## src/rtl/mem_arbiter.sv

```systemverilog
// rtl/mem_arbiter.sv - two-requester single-port memory arbiter with read sequencing
module mem_arbiter #(
  parameter int ADDR_W   = 16,
  parameter int DATA_W   = 32,
  parameter int RD_LAT   = 1,
  parameter int MAX_WAIT = 8
) (
  input  logic              Clock,
  input  logic              nReset,
  input  logic              PReq,
  input  logic              PWrite,
  input  logic [ADDR_W-1:0] PAddr,
  input  logic [DATA_W-1:0] PWData,
  output logic              PGnt,
  output logic              PRValid,
  input  logic              DReq,
  input  logic              DWrite,
  input  logic [ADDR_W-1:0] DAddr,
  input  logic [DATA_W-1:0] DWData,
  output logic              DGnt,
  output logic              DRValid,
  output logic [DATA_W-1:0] RData,
  output logic [ADDR_W-1:0] MemAddr,
  output logic              MemReadEn,
  output logic              MemWriteEn,
  output logic [DATA_W-1:0] MemWData,
  input  logic [DATA_W-1:0] MemRData
);

  localparam int WCW = $clog2(MAX_WAIT + 1);
  localparam int LCW = $clog2(RD_LAT + 1);
  localparam logic [WCW-1:0] WaitMax = WCW'(MAX_WAIT);
  localparam logic [LCW-1:0] LatInit = LCW'(RD_LAT);
  localparam logic [LCW-1:0] LatLast = LCW'(1);

  typedef enum logic [1:0] {IDLE, RDWAIT, RDDONE} StateT;

  StateT             state;
  StateT             stateNext;
  logic [WCW-1:0]    waitCnt;
  logic [LCW-1:0]    latCnt;
  logic              ownerD;
  logic [DATA_W-1:0] rDataQ;
  logic              dWin;

  // D wins only when P is absent or D has been starved long enough
  assign dWin = DReq && (!PReq || (waitCnt == WaitMax));

  // Arbitration, memory command drive and next state
  always_comb begin
    stateNext  = state;
    PGnt       = 1'b0;
    DGnt       = 1'b0;
    MemAddr    = '0;
    MemWData   = '0;
    MemReadEn  = 1'b0;
    MemWriteEn = 1'b0;
    case (state)
      IDLE: begin
        if (dWin) begin
          DGnt       = 1'b1;
          MemAddr    = DAddr;
          MemWData   = DWData;
          MemWriteEn = DWrite;
          MemReadEn  = !DWrite;
          if (!DWrite) stateNext = RDWAIT;
        end else if (PReq) begin
          PGnt       = 1'b1;
          MemAddr    = PAddr;
          MemWData   = PWData;
          MemWriteEn = PWrite;
          MemReadEn  = !PWrite;
          if (!PWrite) stateNext = RDWAIT;
        end
      end
      RDWAIT: begin
        if (latCnt == LatLast) stateNext = RDDONE;
      end
      RDDONE: begin
        stateNext = IDLE;
      end
      default: begin
        stateNext = IDLE;
      end
    endcase
  end

  // State register
  always_ff @(posedge Clock or negedge nReset) begin
    if (!nReset) state <= IDLE;
    else         state <= stateNext;
  end

  // Read latency counter: loaded on a read grant, counts down while waiting
  always_ff @(posedge Clock or negedge nReset) begin
    if (!nReset)               latCnt <= '0;
    else if (MemReadEn)        latCnt <= LatInit;
    else if (state == RDWAIT)  latCnt <= latCnt - LatLast;
  end

  // Remember which requester owns the outstanding read
  always_ff @(posedge Clock or negedge nReset) begin
    if (!nReset)        ownerD <= 1'b0;
    else if (MemReadEn) ownerD <= DGnt;
  end

  // Capture read data on the last latency cycle; held until the next read
  always_ff @(posedge Clock or negedge nReset) begin
    if (!nReset)                                   rDataQ <= '0;
    else if ((state == RDWAIT) && (latCnt == LatLast)) rDataQ <= MemRData;
  end

  // Starvation counter for D, saturating, cleared on grant or withdraw
  always_ff @(posedge Clock or negedge nReset) begin
    if (!nReset)                waitCnt <= '0;
    else if (!DReq || DGnt)     waitCnt <= '0;
    else if (waitCnt != WaitMax) waitCnt <= waitCnt + WCW'(1);
  end

  assign PRValid = (state == RDDONE) && !ownerD;
  assign DRValid = (state == RDDONE) && ownerD;
  assign RData   = rDataQ;

endmodule

```

## config.mk

```make
export PLATFORM = sky130hd
export DESIGN_NAME = mem_arbiter
export DESIGN_NICKNAME = d
export VERILOG_FILES = /design/src/rtl/mem_arbiter.sv
export SDC_FILE = /design/constraint.sdc
export NUM_CORES = 1
export LEC_CHECK = 0
export ABC_CLOCK_PERIOD_IN_PS = 1700
export BUFFER_PORTS_ARGS = -buffer_cell sky130_fd_sc_hd__buf_4
export CORE_AREA = 4 4 69 118
export DETAILED_ROUTE_END_ITERATION = 16
export DIE_AREA = 0 0 73 122
export PLACE_DENSITY = 0.81
export SKIP_CTS_REPAIR_TIMING = 1
export SLEW_MARGIN = 20
export SYNTH_ARGS = -nofsm -noshare
export SYNTH_HDL_FRONTEND = slang
export SYNTH_SLANG_ARGS = --single-unit
export TNS_END_PERCENT = 100
```

## constraint.sdc

```tcl
create_clock -name Clock -period 1.7 [get_ports Clock]
set_input_delay 0.085 -clock Clock [delete_from_list [all_inputs] [get_ports Clock]]
set_output_delay 0.085 -clock Clock [all_outputs]
set_load 0.02 [all_outputs]
```

==> results of run 1 <==
-- cells by family (layout without fill, tap and decap cells) --
logic type / Yosys count / after routing / share of synthesized area (%)
simple gates: 71 / 71 / 13.84
compound gates: 105 / 105 / 24.13
fa+ha+maj: 2 / 2 / 0.8987
flops: 40 / 40 / 35.96
xor+xnor: 3 / 3 / 0.9440
buf+inv: 43 / 257 / 7.371
mux: 32 / 32 / 16.85
-- report_power, final --
group,internal [uW],switching [uW],leakage [uW]
Clock,533,360,0.0000667
Combinational,2360,2410,0.00189
Sequential,1420,320,0.000475
-- critical path, cell delays in order, from the launching register on --
cell       delay (ns)
dfrtp_1          0.37
inv_1            0.06
ha_1             0.16
and3b_2          0.30
clkbuf_16        0.22
o211ai_1         0.10
a21oi_1          0.16
buf_4            0.16
-- path summary, 6_finish.rpt --
kind / startpoint / end / slack (ns)
hold / removal: MemRData[4] / RData[4] / 0.03
min in group asynchronous: nReset / RData[4] / 0.31
hold reg to reg: RData[5] / RData[5] / 0.51
setup / recovery: waitCnt[0] / MemAddr[4] / -0.21
max in group asynchronous: nReset / state[1] / 1.01
setup reg to reg: waitCnt[0] / state[0] / 0.06
-- sequential cells by signal, indices dropped and copies added (netlist names) --
| name | cells |
|---|---|
| waitCnt | 4 |
| ownerD | 1 |
| state | 2 |
| latCnt | 1 |
| RData | 32 |
-- synth_stat cells (3+ instances only) --
master	instances
o211ai_1	49
mux2_2	3
inv_1	5
buf_2	11
nand3_1	53
dfrtp_1	40
and3_1	3
clkbuf_1	21
a21oi_1	49
mux2_4	29
buf_6	3
nor3_1	4
-- area by class of cell --
| cell class | instances | area, sq um | area share [%] |
|---|---|---|---|
| clock buffer | 6 | 128.9 | 2.661 |
| clock inverter | 1 | 5.005 | 0.1033 |
| inverter | 6 | 22.52 | 0.4650 |
| multi-input combinational | 213 | 1595 | 32.94 |
| sequential | 40 | 1002 | 20.69 |
| tap | 86 | 107.6 | 2.222 |
| timing repair buffer | 244 | 1982 | 40.92 |
-- routing by layer --
metal / global-route usage [%] / vias up / share of wire (%)
met1: 24.01 / 1553 / 33
met3: 6.358 / 19 / 8.9
met5: 0 / - / 0
li1: - / 1535 / -
met2: 41.93 / 158 / 56
met4: 7.737 / 0 / 2.3
-- metrics by stage --
| stage | total power, uW | worst slack, ns |
|---|---|---|
| global route | 7796 | -0.3181 |
| detailed placement | 6431 | 0.07924 |
| global placement | 6320 | 0.1327 |
| CTS | 7374 | -0.2291 |
| finish | 7401 | -0.2146 |
| floorplan | 4510 | 0.06113 |
==> results_dict.tcl, run 1 <==
set metrics [dict create \
    outcome "finished with violations" \
    violations "negative setup slack" \
    synth.cell_area_sq_um 2784 \
    grt_setup_unrepaired "yes" \
    cts_max_level 2 \
    layout_common_cells "buf_4, nand3_1, o211ai_1, a21oi_1, dfrtp_1" \
    fmax_ghz 0.5223 \
    finalSetupViolations 52 \
    worstPathRequired_ns 1.62 \
    hold_class "in -> reg" \
    antenna_found_initial 0 \
    tns_ns -8.685 \
    seq_area_frac_synth_pct 35.96 \
    grtUsageTotal_pct 22.77 \
    ant_nets 0 \
    ys.warnings.count 0 \
    drc 0 \
    grt_pass1_wl_mm 15.97 \
    cp_max_fo 20 \
    drt-initial-drc-count 133 \
    crit_arrival_ns 1.83 \
    placedCellCount 577 \
    syn_nets 432 \
    synth_edf_count 0 \
    place_area_sq_um 4532 \
    dr.pass1.iters 4 \
    stdcell_count 596 \
    clock-sinks 40 \
    synth_top_area_share_pct 35.96 \
    finClkSkew_ns 0.004115 \
    path_class "reg -> out" \
    endpoint_kind "output port" \
    drive_gt1_share_pct 56.67 \
    cts_buffers 5 \
    clk_latency_ns 0.29 \
    rows 41 \
    final_common_cell "buf_4" \
    vdd.ir_drop.worst_uv 1449 \
    grt_max_degree 52 \
    hold_violations 0 \
    ys_types 32 \
    final_util_pct 66.96 \
    io_buffer_count 219 \
    stdcell_area_sq_um 4843 \
    yosys-top-cells-area "dfrtp_1, mux2_4, o211ai_1, nand3_1, a21oi_1" \
    fin_nets 646 \
    leakagePower_uw 0.002428 \
    fillers 577 \
    finalWirelength_mm 11.02 \
    clk_path_buf_depth 2 \
    n_antenna_cell 0 \
    fin_crit_ns 1.915 \
    max_cap_viol_count 0 \
    dieArea_sq_um 8906 \
    slew_viol_final 0 \
    path_clk_slew_ns 0.06 \
    die_w_microns 73 \
    start_util_pct 38.49 \
    via_count 3265 \
    area_growth_pct 73.98 \
    synth_flop_cell "dfrtp_1" \
    synth_area_leader_cell "dfrtp_1" \
    synth-async-reset-ratio_pct 100.0 \
    grt_pass1_vias 3176 \
    die_h_microns 122 \
    syn_area_per_cell_sq_um 9.405 \
    boundaryPins 220 \
    viasPerCell 5.478 \
    ys_ff_latch 40 \
    max_slew_margin_pct 66.35 \
    grt_overflow 0 \
    cp-start-kind "register" \
    cts_tree "yes" \
    place_congestion 0.8003 \
    cts_root_buffer "clkbuf_16" \
    p_per_area_nw_per_um2 1528 \
    layout_setup_ws_ns -0.2146 \
    fin_hold_ws_ns 0.02530 \
    dpl.hpwl_mm 7.927 \
    worst_pin_slew_ns 0.5047 \
    r2r_cells 7 \
    fin_crit_sh_pct 112.6 \
    netlist_instances 296 \
    wire_per_inst_microns 18.48 \
    core_area_sq_um 7233 \
    hold_depth 2 \
]
Power figures use the tool's default switching activity.
==> run 2: changes to the inputs <==
- SETUP_SLACK_MARGIN: unset -> 0.5
==> results_dict.tcl, run 2 (same netlist as run 1, synthesis figures left out) <==
set metrics [dict create \
    outcome "finished with violations" \
    violations "negative setup slack" \
    dr.pass1.iters 4 \
    fmax_ghz 0.5036 \
    worstPathRequired_ns 1.62 \
    grt_setup_unrepaired "yes" \
    slew_viol_final 0 \
    area_growth_pct 98.34 \
    grt_max_degree 52 \
    clk_path_buf_depth 2 \
    start_util_pct 38.49 \
    cp-start-kind "register" \
    dieArea_sq_um 8906 \
    swShare_pct 40.93 \
    critical_path.slowest_cell "dfrtp_1" \
    max_cap_viol_count 0 \
    path_clk_slew_ns 0.06 \
    layout_setup_ws_ns -0.2855 \
    cts_max_level 2 \
    power_frac_comb_pct 66.7 \
    max_slew_margin_pct 62.93 \
    rows 41 \
    hold_class "in -> reg" \
    place_congestion 0.8070 \
    path_class "reg -> out" \
    max_stage_delay_ns 0.38 \
    die_w_microns 73 \
    cp_top_family "buffers and inverters" \
    core_area_sq_um 7233 \
    fin_hold_ws_ns 0.03561 \
    cts_tree "yes" \
    wire_per_inst_microns 20.21 \
    fin_crit_sh_pct 116.8 \
    leakagePower_uw 0.002622 \
    fin_nets 658 \
    layout_common_cells "buf_4, o211ai_1, a21oi_2, dfrtp_1, buf_6" \
    cts_root_buffer "clkbuf_16" \
    p_int_uw 4954 \
    p_sw_uw 3434 \
    ant_nets 0 \
    grt_pass1_vias 3220 \
    boundaryPins 220 \
    antenna_found_initial 0 \
    grt_pass1_wl_mm 16.13 \
    dpl.hpwl_mm 8.202 \
    endpoint_kind "output port" \
    vdd.ir_drop.worst_uv 1234 \
    via_count 3447 \
    cts_buffers 5 \
    drc 0 \
    pwr-share-seq_pct 21.0 \
    worst_pin_slew_ns 0.5517 \
    grt_overflow 0 \
    n_antenna_cell 0 \
    viasPerCell 5.660 \
    place_area_sq_um 4757 \
    finalSetupViolations 51 \
    stdcell_area_sq_um 5522 \
    hold_violations 0 \
    power_uw 8388 \
    crit_arrival_ns 1.90 \
    path_common_cell "buf_6" \
    finClkSkew_ns 0.003383 \
    largest_reg_flops 32 \
    die_h_microns 122 \
    finalWirelength_mm 12.31 \
    io_buffer_count 219 \
    cp.buffers_inverters 4 \
    cp_max_fo 10 \
    p_clk_share_pct 12.4 \
    grtUsageTotal_pct 22.54 \
    fin_crit_ns 1.986 \
    crit_chain "inv_1 -> ha_2 -> nand4b_1 -> buf_6 -> buf_8 -> nand3_1 -> a21oi_2 -> buf_6" \
    clk_latency_ns 0.28 \
    drive_gt1_share_pct 72.47 \
    final_common_cell "buf_4" \
    tns_ns -11.73 \
    clock-sinks 40 \
    drt-initial-drc-count 296 \
    p_per_area_nw_per_um2 1519 \
]
-- run 2: changes by cell type in the layout (fill, tap and decap cells not counted), sizes merged --
cell / previous run / this run
and3b: 1 / 2
buf: 240 / 248
bufinv: 0 / 1
clkbuf: 9 / 12
-- run 2: metrics by stage --
stage               instances  utilization [%]  setup WS (ns)
floorplan                 296                -         0.2077
global placement          579            65.77        0.04181
detailed placement        579            65.77        0.01045
CTS                       587            68.03        -0.2917
global route              609            76.34        -0.3558
finish                    609            76.34        -0.2855
-- run 2: cell type report --
type	instances	area [sq um]
clock buffer	6	128.9
timing repair buffer	255	2276
multi-input combinational	214	1948
sequential	40	1003
fill	496	1712
inverter	6	22.52
clock inverter	2	35.03
tap	86	107.6
-- run 2: final timing paths --
| kind | cells past startpoint | slack (ns) | from | endpoint |
|---|---|---|---|---|
| worst min register to register | 1 | 0.51 | RData[24] | RData[24] |
| min in group asynchronous | 2 | 0.33 | nReset | RData[27] |
| worst max-delay path | 8 | -0.29 | waitCnt[1] | MemAddr[4] |
| max in group asynchronous | 2 | 1.01 | nReset | state[1] |
| worst min-delay path | 2 | 0.04 | MemRData[10] | RData[10] |
| worst max register to register | 7 | 0.08 | waitCnt[1] | waitCnt[0] |
-- run 2: metal layers --
layer  GRT usage, %  vias to the layer above  part of all wire [%]
li1               -                     1571                     -
met1          25.81                     1636                    33
met2          41.09                      208                    55
met3          5.615                       32                    10
met4          4.965                        0                   2.5
met5              0                        -                     0
-- run 2: power by group through the flow --
stage               Sequential (uW)  Clock (uW)  Combinational, uW
floorplan                      2180           0               2630
finish                         1760        1040               5590
detailed placement             1730           0               5100
global placement               1720           0               4970
CTS                            1750        1060               5090
global route                   1820        1090               5890
